<file path="config.mk">
export PLATFORM = sky130hd
export DESIGN_NAME = mole_game_core_flat
export DESIGN_NICKNAME = d
export VERILOG_FILES = /design/src/rtl/mole_game_if.sv /design/src/rtl/mole_game_core.sv /design/src/flat_wrapper.sv
export SDC_FILE = /design/constraint.sdc
export NUM_CORES = 1
export LEC_CHECK = 0
export BUFFER_PORTS_ARGS = -buffer_cell sky130_fd_sc_hd__buf_4
export CORE_ASPECT_RATIO = 1.4
export CORE_UTILIZATION = 50
export DETAILED_ROUTE_END_ITERATION = 10
export PLACE_DENSITY = 0.69
export SKIP_LAST_GASP = 1
export SLEW_MARGIN = 20
export SYNTH_ARGS = -nofsm -noshare
export SYNTH_HDL_FRONTEND = slang
export SYNTH_SLANG_ARGS = --single-unit
</file>
<file path="constraint.sdc">
create_clock -name clock -period 7.3 [get_ports clock]
set_input_delay 1.095 -clock clock [delete_from_list [all_inputs] [get_ports clock]]
set_output_delay 1.095 -clock clock [all_outputs]
set_load 0.02 [all_outputs]
</file>
<file path="src/rtl/mole_game_if.sv">
// Signal bundle between the whack-a-mole engine and its strobe sources and display sinks.
// Inputs are single-cycle strobes, sampled on the rising clock edge with no backpressure.
// Every output is registered, and hit_event/miss_event are one-cycle pulses.
interface mole_game_if #(
  parameter int NUM_MOLES   = 5,
  parameter int SCORE_WIDTH = 6,
  parameter int TIME_W      = 5
);
  logic                   start_pulse;
  logic                   sec_pulse;
  logic                   step_pulse;
  logic [NUM_MOLES-1:0]   hit_pulse;
  logic [NUM_MOLES-1:0]   mole_led;
  logic [SCORE_WIDTH-1:0] score;
  logic [SCORE_WIDTH-1:0] misses;
  logic [TIME_W-1:0]      time_left;
  logic                   game_active;
  logic                   game_over;
  logic                   hit_event;
  logic                   miss_event;
  logic [2:0]             state_dbg;

  modport master (
    output start_pulse, sec_pulse, step_pulse, hit_pulse,
    input  mole_led, score, misses, time_left, game_active, game_over,
           hit_event, miss_event, state_dbg
  );

  modport slave (
    input  start_pulse, sec_pulse, step_pulse, hit_pulse,
    output mole_led, score, misses, time_left, game_active, game_over,
           hit_event, miss_event, state_dbg
  );
endinterface

</file>
<file path="src/rtl/mole_game_core.sv">
// Whack-a-mole engine with a game timer, mole lifetime that shrinks as hits accumulate,
// LFSR-based mole placement, and saturating hit/miss counters.
module mole_game_core #(
  parameter int          NUM_MOLES       = 5,
  parameter int          SCORE_WIDTH     = 6,
  parameter int          GAME_SECONDS    = 30,
  parameter int          MOLE_STEPS_INIT = 20,
  parameter int          MOLE_STEPS_MIN  = 5,
  parameter int          GAP_STEPS       = 3,
  parameter int          SPEEDUP_EVERY   = 5,
  parameter logic [15:0] LFSR_SEED       = 16'hACE1
) (
  input logic        clock,
  input logic        reset,
  mole_game_if.slave bus
);
  localparam int TIME_W = $clog2(GAME_SECONDS + 1);
  localparam int IDX_W  = (NUM_MOLES > 1) ? $clog2(NUM_MOLES) : 1;
  localparam int STEP_W = $clog2(MOLE_STEPS_INIT + 1);
  localparam int GAP_W  = $clog2(GAP_STEPS + 1);
  localparam int DIV_W  = $clog2(SPEEDUP_EVERY + 1);

  typedef enum logic [2:0] {S_IDLE, S_SPAWN, S_SHOW, S_GAP, S_DONE} state_t;

  state_t                 state, state_nxt;
  logic [15:0]            lfsr, lfsr_nxt;
  logic [NUM_MOLES-1:0]   mole_r, mole_nxt;
  logic [SCORE_WIDTH-1:0] score_r, score_nxt, misses_r, misses_nxt;
  logic [TIME_W-1:0]      time_r, time_nxt;
  logic                   active_r, active_nxt, over_r, over_nxt;
  logic                   hev_r, hev_nxt, mev_r, mev_nxt;
  logic [STEP_W-1:0]      life_r, life_nxt, step_r, step_nxt;
  logic [GAP_W-1:0]       gap_r, gap_nxt;
  logic [DIV_W-1:0]       div_r, div_nxt;
  logic [IDX_W-1:0]       prev_r, prev_nxt;

  logic [IDX_W-1:0]       raw_idx, spawn_idx;
  logic                   correct_hit, wrong_hit;

  assign raw_idx   = IDX_W'(lfsr % 16'(NUM_MOLES));
  // Never light the same hole twice in a row, so a new mole is always visibly new.
  assign spawn_idx = (raw_idx != prev_r) ? raw_idx :
                     (raw_idx == IDX_W'(NUM_MOLES - 1)) ? '0 : raw_idx + IDX_W'(1);

  assign correct_hit = |(bus.hit_pulse & mole_r);
  assign wrong_hit   = |(bus.hit_pulse & ~mole_r);

  always_ff @(posedge clock) begin
    if (!reset) begin
      state    <= S_IDLE;
      lfsr     <= LFSR_SEED;
      mole_r   <= '0;
      score_r  <= '0;
      misses_r <= '0;
      time_r   <= TIME_W'(GAME_SECONDS);
      active_r <= 1'b0;
      over_r   <= 1'b0;
      hev_r    <= 1'b0;
      mev_r    <= 1'b0;
      life_r   <= STEP_W'(MOLE_STEPS_INIT);
      step_r   <= '0;
      gap_r    <= '0;
      div_r    <= '0;
      prev_r   <= IDX_W'(NUM_MOLES - 1);
    end else begin
      state    <= state_nxt;
      lfsr     <= lfsr_nxt;
      mole_r   <= mole_nxt;
      score_r  <= score_nxt;
      misses_r <= misses_nxt;
      time_r   <= time_nxt;
      active_r <= active_nxt;
      over_r   <= over_nxt;
      hev_r    <= hev_nxt;
      mev_r    <= mev_nxt;
      life_r   <= life_nxt;
      step_r   <= step_nxt;
      gap_r    <= gap_nxt;
      div_r    <= div_nxt;
      prev_r   <= prev_nxt;
    end
  end

  always_comb begin
    state_nxt  = state;
    // The LFSR free-runs in every state so the player's start timing seeds placement.
    lfsr_nxt   = lfsr[0] ? ((lfsr >> 1) ^ 16'hB400) : (lfsr >> 1);
    mole_nxt   = mole_r;
    score_nxt  = score_r;
    misses_nxt = misses_r;
    time_nxt   = time_r;
    active_nxt = active_r;
    over_nxt   = over_r;
    hev_nxt    = 1'b0;
    mev_nxt    = 1'b0;
    life_nxt   = life_r;
    step_nxt   = step_r;
    gap_nxt    = gap_r;
    div_nxt    = div_r;
    prev_nxt   = prev_r;

    case (state)
      S_IDLE, S_DONE: begin
        if (bus.start_pulse) begin
          score_nxt  = '0;
          misses_nxt = '0;
          time_nxt   = TIME_W'(GAME_SECONDS);
          life_nxt   = STEP_W'(MOLE_STEPS_INIT);
          div_nxt    = '0;
          over_nxt   = 1'b0;
          active_nxt = 1'b1;
          state_nxt  = S_SPAWN;
        end
      end
      S_SPAWN, S_SHOW, S_GAP: begin
        if (bus.sec_pulse) time_nxt = time_r - TIME_W'(1);
        // Timer expiry overrides any hit or miss arriving in the same cycle.
        if (bus.sec_pulse && time_r == TIME_W'(1)) begin
          mole_nxt   = '0;
          active_nxt = 1'b0;
          over_nxt   = 1'b1;
          state_nxt  = S_DONE;
        end else if (state == S_SPAWN) begin
          mole_nxt  = NUM_MOLES'(1) << spawn_idx;
          prev_nxt  = spawn_idx;
          step_nxt  = life_r;
          state_nxt = S_SHOW;
        end else if (state == S_SHOW) begin
          if (correct_hit) begin
            score_nxt = (score_r == '1) ? score_r : score_r + SCORE_WIDTH'(1);
            hev_nxt   = 1'b1;
            mole_nxt  = '0;
            gap_nxt   = GAP_W'(GAP_STEPS);
            state_nxt = S_GAP;
            if (div_r == DIV_W'(SPEEDUP_EVERY - 1)) begin
              div_nxt = '0;
              if (life_r > STEP_W'(MOLE_STEPS_MIN)) life_nxt = life_r - STEP_W'(1);
            end else begin
              div_nxt = div_r + DIV_W'(1);
            end
          end else if (bus.step_pulse && step_r == STEP_W'(1)) begin
            misses_nxt = (misses_r == '1) ? misses_r : misses_r + SCORE_WIDTH'(1);
            mev_nxt    = 1'b1;
            mole_nxt   = '0;
            gap_nxt    = GAP_W'(GAP_STEPS);
            state_nxt  = S_GAP;
          end else begin
            if (wrong_hit) begin
              misses_nxt = (misses_r == '1) ? misses_r : misses_r + SCORE_WIDTH'(1);
              mev_nxt    = 1'b1;
            end
            if (bus.step_pulse) step_nxt = step_r - STEP_W'(1);
          end
        end else if (bus.step_pulse) begin
          if (gap_r == GAP_W'(1)) state_nxt = S_SPAWN;
          else gap_nxt = gap_r - GAP_W'(1);
        end
      end
      default: state_nxt = S_IDLE;
    endcase
  end

  assign bus.mole_led    = mole_r;
  assign bus.score       = score_r;
  assign bus.misses      = misses_r;
  assign bus.time_left   = time_r;
  assign bus.game_active = active_r;
  assign bus.game_over   = over_r;
  assign bus.hit_event   = hev_r;
  assign bus.miss_event  = mev_r;
  assign bus.state_dbg   = state;
endmodule
</file>
<file path="src/flat_wrapper.sv">
// flat-port wrapper written by rule: the top's interface ports become plain ports
module mole_game_core_flat 
#(
  parameter int          NUM_MOLES       = 5,
  parameter int          SCORE_WIDTH     = 6,
  parameter int          GAME_SECONDS    = 30,
  parameter int          MOLE_STEPS_INIT = 20,
  parameter int          MOLE_STEPS_MIN  = 5,
  parameter int          GAP_STEPS       = 3,
  parameter int          SPEEDUP_EVERY   = 5,
  parameter logic [15:0] LFSR_SEED       = 16'hACE1
)
  (clock, reset, bus_start_pulse, bus_sec_pulse, bus_step_pulse, bus_hit_pulse, bus_mole_led, bus_score, bus_misses, bus_time_left, bus_game_active, bus_game_over, bus_hit_event, bus_miss_event, bus_state_dbg);
  mole_game_if #(.NUM_MOLES(NUM_MOLES), .SCORE_WIDTH(SCORE_WIDTH)) bus_i ();
  input logic clock;
  input logic reset;
  input wire logic [$bits(bus_i.start_pulse)-1:0] bus_start_pulse;
  input wire logic [$bits(bus_i.sec_pulse)-1:0] bus_sec_pulse;
  input wire logic [$bits(bus_i.step_pulse)-1:0] bus_step_pulse;
  input wire logic [$bits(bus_i.hit_pulse)-1:0] bus_hit_pulse;
  output wire logic [$bits(bus_i.mole_led)-1:0] bus_mole_led;
  output wire logic [$bits(bus_i.score)-1:0] bus_score;
  output wire logic [$bits(bus_i.misses)-1:0] bus_misses;
  output wire logic [$bits(bus_i.time_left)-1:0] bus_time_left;
  output wire logic [$bits(bus_i.game_active)-1:0] bus_game_active;
  output wire logic [$bits(bus_i.game_over)-1:0] bus_game_over;
  output wire logic [$bits(bus_i.hit_event)-1:0] bus_hit_event;
  output wire logic [$bits(bus_i.miss_event)-1:0] bus_miss_event;
  output wire logic [$bits(bus_i.state_dbg)-1:0] bus_state_dbg;
  assign bus_i.start_pulse = bus_start_pulse;
  assign bus_i.sec_pulse = bus_sec_pulse;
  assign bus_i.step_pulse = bus_step_pulse;
  assign bus_i.hit_pulse = bus_hit_pulse;
  assign bus_mole_led = bus_i.mole_led;
  assign bus_score = bus_i.score;
  assign bus_misses = bus_i.misses;
  assign bus_time_left = bus_i.time_left;
  assign bus_game_active = bus_i.game_active;
  assign bus_game_over = bus_i.game_over;
  assign bus_hit_event = bus_i.hit_event;
  assign bus_miss_event = bus_i.miss_event;
  assign bus_state_dbg = bus_i.state_dbg;
  mole_game_core #(.NUM_MOLES(NUM_MOLES), .SCORE_WIDTH(SCORE_WIDTH), .GAME_SECONDS(GAME_SECONDS), .MOLE_STEPS_INIT(MOLE_STEPS_INIT), .MOLE_STEPS_MIN(MOLE_STEPS_MIN), .GAP_STEPS(GAP_STEPS), .SPEEDUP_EVERY(SPEEDUP_EVERY), .LFSR_SEED(LFSR_SEED)) u_core (.clock(clock), .reset(reset), .bus(bus_i));
endmodule
</file>
==> results of run 1 <==
routing by layer:
metal	vias up	global-route usage (%)	routed length, um
li1	2207	-	-
met1	2077	26.53	4774
met2	122	44.10	5888
met3	28	4.558	472
met4	0	12.30	269
met5	-	0	0
kinds of logic (layout without fill, tap and decap cells):
kind of cell,after synthesis,after routing
AO/OA/AOI/OAI,157,157
XOR/XNOR,23,23
flip-flops,63,63
buffers and inverters,57,91
multiplexers,13,13
adder cells (fa/ha/maj),15,15
AND/OR/NAND/NOR,248,248
stage by stage:
step           util [%]  cells  power [mW]  setup slack, ns
4_1_cts           58.11    716       1.383          0.08488
5_1_grt           58.95    717       1.490         -0.01250
3_5_place_dp      55.04    700      0.9899           0.1075
2_1_floorplan         -    576      0.8713           0.8530
6_report          58.95    717       1.401           0.4836
3_3_place_gp      55.04    700      0.9759           0.3891
area by class of cell:
type | count | area [um2] | share of cell area, %
clock buffers | 12 | 256.5 | 4.819
clock inverters | 4 | 20.02 | 0.3761
inverters | 30 | 112.6 | 2.116
multi-input cells | 456 | 3194 | 60.01
flip-flops and latches | 63 | 1267 | 23.81
well taps | 107 | 133.9 | 2.515
repair buffers | 45 | 337.8 | 6.347
cells in the mapped netlist, drive strengths merged, types with 6 or more instances:
master | instances | area, um2
dfxtp | 63 | 1261
nor2 | 58 | 222.7
nand2 | 54 | 205.2
a21oi | 31 | 162.7
inv | 28 | 105.1
o21ai | 23 | 130.1
clkbuf | 19 | 72.56
nand3 | 16 | 80.08
ha | 15 | 187.7
nand4 | 15 | 93.84
nor3 | 15 | 80.08
and3 | 14 | 102.6
xnor2 | 13 | 113.9
nand2b | 10 | 62.56
xor2 | 10 | 87.58
a31oi | 9 | 56.30
and2 | 9 | 56.30
buf | 8 | 53.80
mux2i | 8 | 80.08
nor4 | 8 | 62.56
o211ai | 8 | 60.06
a211oi | 7 | 67.57
nor2b | 7 | 43.79
or3 | 7 | 48.80
a221oi | 6 | 58.80
nand3b | 6 | 45.04
o41ai | 6 | 82.58
final timing paths:
kind,startpoint,slack (ns),end,cells after the start
max,u_core.lfsr[15]$_SDFF_PN1_,0.48,u_core.prev_r[1]$_SDFFE_PN0P_,26
min,u_core.bus.game_over$_SDFFE_PN0P_,0.46,u_core.bus.game_over$_SDFFE_PN0P_,2
max reg2reg,u_core.lfsr[15]$_SDFF_PN1_,0.48,u_core.prev_r[1]$_SDFFE_PN0P_,26
min reg2reg,u_core.bus.game_over$_SDFFE_PN0P_,0.46,u_core.bus.game_over$_SDFFE_PN0P_,2
flip-flops by register name, summed over array words and instances (netlist names), 3 cells and up:
name                  count
u_core.lfsr              16
u_core.bus.misses         6
u_core.bus.score          6
u_core.bus.mole_led       5
u_core.bus.time_left      5
u_core.life_r             5
u_core.step_r             5
u_core.bus.state_dbg      3
u_core.div_r              3
u_core.prev_r             3
what timing repair did:
item	in CTS	in global routing
endpoints found under the setup margin	0	8
buffers inserted	0	1
resized for setup	0	16
worst max-delay path, delay by kind of cell (launching register included):
family	cells	cell delay (ns)
xor gates and xnor gates	1	0.11
muxes	1	0.34
AOI/OAI and AO/OA	12	2.67
DFF	1	0.37
adders and majority gates	2	0.44
and+or+nand+nor	7	2.17
buffers and inverters	3	0.57
report_power, final:
part / switching [mW] / total (mW) / internal [mW]
sequential: 0.0388 / 0.406 / 0.367
clock: 0.145 / 0.391 / 0.245
combinational: 0.350 / 0.605 / 0.255
total: 0.534 / 1.40 / 0.867
==> run summary, run 1 <==
DIE WIDTH = 83.35 um
Crit Path Category = reg -> reg
clock latency on the worst-skew pair = 0.32 ns
mapped cell area = 0.004632 mm2
GP Congestion = 0.9362
syn_area_per_cell = 8.042 um2
# rows = 41
mux cell area share after synthesis = 2.944%
vias in the first global route = 4,211
deepest clock path buffer count = 2
worst clock skew = 0.004590 ns
wire per inst = 15.91 um
Die Footprint = 0.009658 mm2
highest-count cells in the layout ignoring fill and taps = 58 x dfxtp_1, 56 x nor2_1, 53 x nand2_1
total gr overflow = 0
routed vias = 4,434
Syn Inst Count = 576
top_reg_cell synth = dfxtp_1
Area growth, synth to finish = 14.91%
dpl hpwl = 8274 um
EDFF count, synth = 0
Critical Path RT = 7.48 ns
Synth Area in Compound Gates = 26.96%
Sum Neg Setup Slack = 0 ns
Syn. warnings = 0
Tightest Hold Check Type = reg -> reg
Synth Area in Simple Gates = 29.31%
Startpoint Class = flip-flop
Distinct cells, synth = 94
DRC violations left = 0
crit path DAT = 6.99 ns
GRT Total Usage = 24.05%
Final Hold Viols = 0
FMAX = 146.7 MHz
Max H-tree Level = 3
sequential element share of the synthesized area = 27.23%
Tcrit/Tclk final = 93.38%
largest fanout on the critical path = 10
Final Max Slew Viols = 0
max incr delay on CP = 0.54 ns
Final #Nets = 630
Slowest cell on crit path = or4_1
Root Driver = clkbuf_16
crit path time final = 6.816 ns
TritonRoute pass-1 iters = 7
VDD IR-drop max = 191.4 uV
most common cell after layout, fill and taps aside = dfxtp_1
Synth Register Bits = 63
Core Area = 0.009029 mm2
CTS Buf Count = 9
Starting Density = 51.30%
leakage = 2.070 nW
# setup viols final = 0
ys async rst share = 0%
Net Count, Synth = 601
Rel. slew slack = 38.83%
I/O Pins = 39
status = completed
layout cells sized above 1 = 20.00%
initial antenna violation count = 0
global-route wire length before repair = 19,230 um
Worst Setup End Kind = flip-flop
Antenna Cells = 0
drt initial violations = 176
largest net degree at the start of global routing = 26
CTS tree = done
Synth Area in Adders = 4.052%
antenna-violating nets left = 0
Cell Area, Placed = 0.004970 mm2
Cell Pwr Density = 263.3 mW/mm2
Die Height = 115.9 um
post-synthesis xor/xnor area fraction = 4.349%
filler instances = 819
Slew @ Worst Pin = 0.9092 ns
I/O Buffers = 38
most used cell along the critical path = buf_4
clock-pin slew on the worst setup and hold paths = 0.05 ns
final hold slack = 0.4620 ns
CTS Hold Bufs = 0
largest family of logic cells by synthesized area = simple AND/OR/NAND/NOR gates
Design Area, Final = 0.005323 mm2
final WL = 11,400 um
vias per cell = 6.184
CTS Sinks = 63
Max Cap Viol = 0
Note: power is estimated with default switching activity, not from simulation.
==> run 2: changes to the inputs <==
--- a/config.mk
+++ b/config.mk
@@ -6,7 +6,7 @@
 export NUM_CORES = 1
 export LEC_CHECK = 0
 export BUFFER_PORTS_ARGS = -buffer_cell sky130_fd_sc_hd__buf_4
-export CORE_ASPECT_RATIO = 1.4
+export CORE_ASPECT_RATIO = 1.2
 export CORE_UTILIZATION = 50
 export DETAILED_ROUTE_END_ITERATION = 10
 export PLACE_DENSITY = 0.69
==> run 2 against run 1 <==
  * Sequential cell count stayed put
  * First-iteration DRC count unchanged
  * Combinational power is 1% higher
  * Critical path type unchanged
  * Largest power group unchanged
==> run summary, run 2 (synthesized netlist as in run 1, its figures left out) <==
crit path DAT = 7.00 ns (about the same)
I/O Buffers = 38 (unchanged)
crit path time final = 6.751 ns (-0.06541 ns)
Root Driver = clkbuf_8
Max H-tree Level = 3 (unchanged)
most common cell after layout, fill and taps aside = dfxtp_1
initial antenna violation count = 0 (unchanged)
largest net degree at the start of global routing = 26 (unchanged)
Tightest Hold Check Type = reg -> reg
final WL = 11,430 um (+0.21%)
Tcrit/Tclk final = 92.48% (-0.90 points)
HP Start = u_core.bus.game_over$_SDFFE_PN0P_
status = completed
DRC violations left = 0 (unchanged)
Tot Pwr = 1.312 mW (-6.4%)
CP Cell Sequence = or3b_1 -> a21oi_1 -> o41a_2 -> nor3_1 -> nor4_2 -> a211o_1 -> nand2_1 -> o311ai_0 -> o32a_1 -> mux2_2 -> a211oi_2 -> ha_1 -> nor3_1 -> a31oi_1 -> a221oi_1 -> a31oi_2 -> ha_1 -> nor2b_1 -> o21a_1 -> o21ai_0 -> o41ai_2 -> a221oi_2 -> o41ai_1
Die Footprint = 0.009654 mm2 (about the same)
# setup viols final = 0 (unchanged)
Crit Path Category = reg -> reg
CTS Sinks = 63 (unchanged)
largest fanout on the critical path = 16 (+6)
leakage = 2.034 nW (-1.7%)
layout cells sized above 1 = 19.77% (-0.23 points)
Slew @ Worst Pin = 0.7390 ns (-0.1702 ns)
max incr delay on CP = 0.45 ns (-0.09 ns)
DIE WIDTH = 89.86 um (+7.8%)
Core Area = 0.009034 mm2 (about the same)
highest-count cells in the layout ignoring fill and taps = 58 x dfxtp_1, 56 x nor2_1, 53 x nand2_1
reg2reg path depth = 23 (-12%)
Final Hold Viols = 0 (unchanged)
Top reg by flops = u_core.lfsr
total gr overflow = 0 (unchanged)
Slowest cell on crit path = o41ai_2
FMAX = 148.1 MHz (+0.97%)
GRT Total Usage = 24.14% (+0.094 points)
GP Congestion = 0.8676 (-7.3%)
antenna-violating nets left = 0 (unchanged)
# rows = 38 (-7.3%)
CTS Buf Count = 9 (unchanged)
Startpoint Class = flip-flop
clock latency on the worst-skew pair = 0.35 ns (+0.03 ns)
Max Cap Viol = 0 (unchanged)
CTS Hold Bufs = 0 (unchanged)
Cell Area, Placed = 0.004994 mm2 (+0.48%)
Final Max Slew Viols = 0 (unchanged)
TritonRoute pass-1 iters = 4 (-3)
deepest clock path buffer count = 2 (unchanged)
vias per cell = 6.100 (-1.4%)
Rel. slew slack = 50.55% (+12 points)
wire per inst = 15.61 um (-1.8%)
Critical Path RT = 7.55 ns (+0.07 ns)
Final #Nets = 632 (+0.32%)
filler instances = 846 (+3.3%)
Die Height = 107.4 um (-7.3%)
dpl hpwl = 8331 um (+0.69%)
Worst Setup End Kind = flip-flop
Area growth, synth to finish = 13.64%
vias in the first global route = 4,219 (+0.19%)
Cell Pwr Density = 249.2 mW/mm2 (-5.3%)
I/O Pins = 39 (unchanged)
worst clock skew = 0.005626 ns (+0.001036 ns)
CTS tree = done
Starting Density = 51.27% (about the same)
clock-pin slew on the worst setup and hold paths = 0.07 ns (+0.02 ns)
global-route wire length before repair = 19,250 um (+0.11%)
routed vias = 4,465 (+0.70%)
VDD IR-drop max = 174.7 uV (-8.7%)
Antenna Cells = 0 (unchanged)
Critical R2R Launch = u_core.lfsr[10]$_SDFF_PN1_
Worst Hold Depth = 2 (unchanged)
CP startpoint = u_core.lfsr[10]$_SDFF_PN1_
Design Area, Final = 0.005264 mm2 (-1.1%)
drt initial violations = 176 (unchanged)
max reg flops = 16 (unchanged)
-- run 2: changes by cell type in the layout (fill, tap and decap cells not counted), moves of 2 or more --
cell	before	now
clkbuf_8	2	13
clkbuf_16	9	0
clkinv_2	4	1
buf_4	45	47
-- run 2: layer usage --
layer | track usage [%] | vias up | wire [um]
li1 | - | 2212 | -
met1 | 28.78 | 2097 | 4879
met2 | 43.02 | 126 | 5722
met3 | 4.520 | 30 | 528
met4 | 9.332 | 0 | 297
met5 | 0 | - | 0
-- run 2: cell type report --
| cell class | instances | area, um2 | area share, % |
|---|---|---|---|
| clock inverter | 2 | 12.51 | 0.2377 |
| sequential | 63 | 1267 | 24.08 |
| clock buffer | 14 | 182.7 | 3.470 |
| timing repair buffer | 47 | 352.8 | 6.703 |
| tap | 120 | 150.1 | 2.852 |
| inverter | 30 | 112.6 | 2.139 |
| multi-input combinational | 456 | 3186 | 60.52 |
-- run 2: worst paths after layout --
kind,endpoint,slack [ns]
min,u_core.bus.game_over$_SDFFE_PN0P_,0.48
max reg2reg,u_core.bus.mole_led[3]$_SDFFE_PN0P_,0.55
max,u_core.bus.mole_led[3]$_SDFFE_PN0P_,0.55
min reg2reg,u_core.bus.game_over$_SDFFE_PN0P_,0.48
-- run 2: per-stage QoR --
stage                     std cells   TNS, ns  hold WS, ns  setup slack (ns)  util (%)
after global placement          714         0       0.4564            0.3577     55.28
after global routing            732  -0.02729       0.4800          -0.02301     58.27
after detailed placement        714         0       0.4509            0.2526     55.28
after CTS                       730         0       0.4696            0.2294     57.44
final                           732         0       0.4759            0.5490     58.27
after floorplan                 576         0       0.4486            0.8530         -
-- run 2: critical path: cells and delay by family, from the launching register on --
kind	cells	cell delay [ns]
AO/OA/AOI/OAI	14	3.93
AND/OR/NAND/NOR	6	1.35
adder cells (fa/ha/maj)	2	0.54
flip-flops	1	0.42
multiplexers	1	0.38
-- run 2: repair_timing --
item	CTS	global route
setup endpoints to repair	0	8
resized for setup	0	13
setup buffers	0	2
-- run 2: power by group --
group | switching [mW] | internal [mW]
combinational | 0.353 | 0.259
clock | 0.135 | 0.160
sequential | 0.0386 | 0.366
==> run 3: changes to the inputs <==
--- a/config.mk
+++ b/config.mk
@@ -8,10 +8,11 @@
 export BUFFER_PORTS_ARGS = -buffer_cell sky130_fd_sc_hd__buf_4
 export CORE_ASPECT_RATIO = 1.2
 export CORE_UTILIZATION = 50
+export CTS_BUF_LIST = sky130_fd_sc_hd__clkbuf_4 sky130_fd_sc_hd__clkbuf_8
+export CTS_CLUSTER_DIAMETER = 120
 export DETAILED_ROUTE_END_ITERATION = 10
 export PLACE_DENSITY = 0.69
 export SKIP_LAST_GASP = 1
-export SLEW_MARGIN = 20
 export SYNTH_ARGS = -nofsm -noshare
 export SYNTH_HDL_FRONTEND = slang
 export SYNTH_SLANG_ARGS = --single-unit
==> run 3 against run 2 <==
  * First-iteration DRC count grew 4.5%
  * Worst hold slack is essentially flat
  * Maximum frequency is essentially flat
  * Non-clock buffer count is the same
  * Sequential cell count is the same
  * Sequential share of layout area is essentially flat
  * Core utilization is essentially flat
  * Power grew 0.26%
  * Clock skew is essentially flat
  * Routed wire length is essentially flat
==> run summary, run 3 (synthesized netlist as in run 1, its figures left out) <==
Critical Path RT = 7.55 ns (about the same)
Max Cap Viol = 0 (unchanged)
Area growth, synth to finish = 13.72% (about the same)
Cell Pwr Density = 249.7 mW/mm2 (+0.19%)
Crit Path Category = reg -> reg
I/O Buffers = 38 (unchanged)
Sw Pwr = 0.5265 mW (about the same)
dpl hpwl = 8331 um (unchanged)
filler instances = 846 (unchanged)
DIE WIDTH = 89.86 um (unchanged)
status = completed
internal power = 0.7887 mW (+0.47%)
Max H-tree Level = 3 (unchanged)
clock latency on the worst-skew pair = 0.35 ns (about the same)
reg2reg path depth = 23 (unchanged)
final WL = 11,420 um (about the same)
Antenna Cells = 0 (unchanged)
VDD IR-drop max = 174.7 uV (about the same)
Rel. slew slack = 51.30% (+0.76 points)
# rows = 38 (unchanged)
Reg power frac = 30.8% (about the same)
Design Area, Final = 0.005268 mm2 (about the same)
combinational share of power = 46.5% (-0.2 points)
vias per cell = 6.092 (-0.13%)
I/O Pins = 39 (unchanged)
crit path time final = 6.754 ns (+0.002992 ns)
R2R setup slack = 0.55 ns (about the same)
Final #Nets = 632 (unchanged)
Critical R2R Launch = u_core.lfsr[10]$_SDFF_PN1_
Die Height = 107.4 um (unchanged)
Tcrit/Tclk final = 92.52% (about the same)
FF-to-FF End = u_core.bus.mole_led[3]$_SDFFE_PN0P_
Root Driver = clkbuf_8
# placed instances = 714 (unchanged)
Finished Layout Cells = 732 (unchanged)
FMAX = 148.1 MHz (about the same)
antenna-violating nets left = 0 (unchanged)
dpl ws = 0.2526 ns (unchanged)
Finished Core Util = 58.31% (about the same)
routed vias = 4,459 (-0.13%)
Hold Path Sink = u_core.bus.game_over$_SDFFE_PN0P_
final setup margin = 0.5460 ns (-0.002992 ns)
Final Max Slew Viols = 0 (unchanged)
Sum Neg Setup Slack = 0 ns (unchanged)
total gr overflow = 0 (unchanged)
CTS Sinks = 63 (unchanged)
Worst Setup End Kind = flip-flop
DRC violations left = 0 (unchanged)
clock share of power = 22.7% (+0.2 points)
drt initial violations = 184 (+4.5%)
CTS Buf Count = 9 (unchanged)
global-route wire length before repair = 19,250 um (unchanged)
Startpoint Class = flip-flop
most common cell after layout, fill and taps aside = dfxtp_1
Tot Pwr = 1.315 mW (+0.26%)
CTS tree = done
# setup viols final = 0 (unchanged)
Top reg by flops = u_core.lfsr
Cell Area, Placed = 0.004994 mm2 (unchanged)
Switching Share = 40.03% (-0.13 points)
vias in the first global route = 4,219 (unchanged)
largest fanout on the critical path = 16 (unchanged)
highest-count cells in the layout ignoring fill and taps = 58 x dfxtp_1, 56 x nor2_1, 53 x nand2_1
CTS Hold Bufs = 0 (unchanged)
GP Congestion = 0.8676 (unchanged)
HP Start = u_core.bus.game_over$_SDFFE_PN0P_
Starting Density = 51.27% (unchanged)
Die Footprint = 0.009654 mm2 (unchanged)
Slew @ Worst Pin = 0.7277 ns (-0.01130 ns)
deepest clock path buffer count = 2 (unchanged)
GRT Total Usage = 24.14% (unchanged)
layout cells sized above 1 = 19.93% (+0.16 points)
Final Hold Viols = 0 (unchanged)
worst clock skew = 0.005353 ns (-0.0002734 ns)
clock-pin slew on the worst setup and hold paths = 0.07 ns (about the same)
largest net degree at the start of global routing = 26 (unchanged)
Worst Hold Depth = 2 (unchanged)
leakage = 2.037 nW (+0.17%)
TritonRoute pass-1 iters = 4 (unchanged)
max reg flops = 16 (unchanged)
Tightest Hold Check Type = reg -> reg
crit path DAT = 7.00 ns (about the same)
Core Area = 0.009034 mm2 (unchanged)
final hold slack = 0.4757 ns (-0.0002460 ns)
initial antenna violation count = 0 (unchanged)
wire per inst = 15.60 um (about the same)
run 3: cell type report:
class,instances,area [um2],share of cell area (%)
inverter,30,112.6,2.138
sequential,63,1267,24.06
multi-input combinational,456,3186,60.48
tap,120,150.1,2.850
clock inverter,2,12.51,0.2375
timing repair buffer,47,352.8,6.698
clock buffer,14,186.4,3.539
run 3: worst max-delay path: stages (launching register included):
cell and delay [ns]:
dfxtp_2 0.42, or3b_1 0.41, a21oi_1 0.32, o41a_2 0.31, nor3_1 0.10, nor4_2 0.39, a211o_1 0.33, nand2_1 0.12
o311ai_0 0.33, o32a_1 0.28, mux2_2 0.38, a211oi_2 0.35, ha_1 0.31, nor3_1 0.09, a31oi_1 0.25, a221oi_1 0.14
a31oi_2 0.26, ha_1 0.23, nor2b_1 0.24, o21a_1 0.23, o21ai_0 0.17, o41ai_2 0.45, a221oi_2 0.15, o41ai_1 0.37
run 3: how the worst max path moves through the flow:
stage	end	slack, ns	cells after the start	from
after floorplan	u_core.bus.mole_led[2]$_SDFFE_PN0P_	0.85	25	u_core.lfsr[14]$_SDFF_PN0_
after global placement	u_core.bus.mole_led[2]$_SDFFE_PN0P_	0.36	24	u_core.lfsr[14]$_SDFF_PN0_
after detailed placement	u_core.bus.mole_led[2]$_SDFFE_PN0P_	0.25	23	u_core.lfsr[11]$_SDFF_PN1_
after CTS	u_core.bus.mole_led[2]$_SDFFE_PN0P_	0.23	23	u_core.lfsr[11]$_SDFF_PN1_
after global routing	u_core.bus.mole_led[1]$_SDFFE_PN0P_	-0.02	23	u_core.lfsr[10]$_SDFF_PN1_
final	u_core.bus.mole_led[3]$_SDFFE_PN0P_	0.55	23	u_core.lfsr[10]$_SDFF_PN1_
run 3: per-layer routing:
metal / wire length [um] / global-route usage (%) / vias up
met5: 0 / 0 / -
met4: 277 / 9.332 / 0
met3: 463 / 4.520 / 28
met2: 5730 / 43.02 / 120
met1: 4950 / 28.78 / 2101
li1: - / - / 2210
run 3: power groups by stage:
stage | Clock (mW) | Combinational [mW] | Sequential (mW)
final | 0.299 | 0.612 | 0.405
after global routing | 0.319 | 0.674 | 0.410
after CTS | 0.306 | 0.583 | 0.403
after detailed placement | 0 | 0.580 | 0.411
after global placement | 0 | 0.575 | 0.410
after floorplan | 0 | 0.471 | 0.400
run 3: repair_timing:
action | 4_1_cts | 5_1_grt
setup buffers | 0 | 2
resized for setup | 0 | 13
endpoints found under the setup margin | 0 | 8
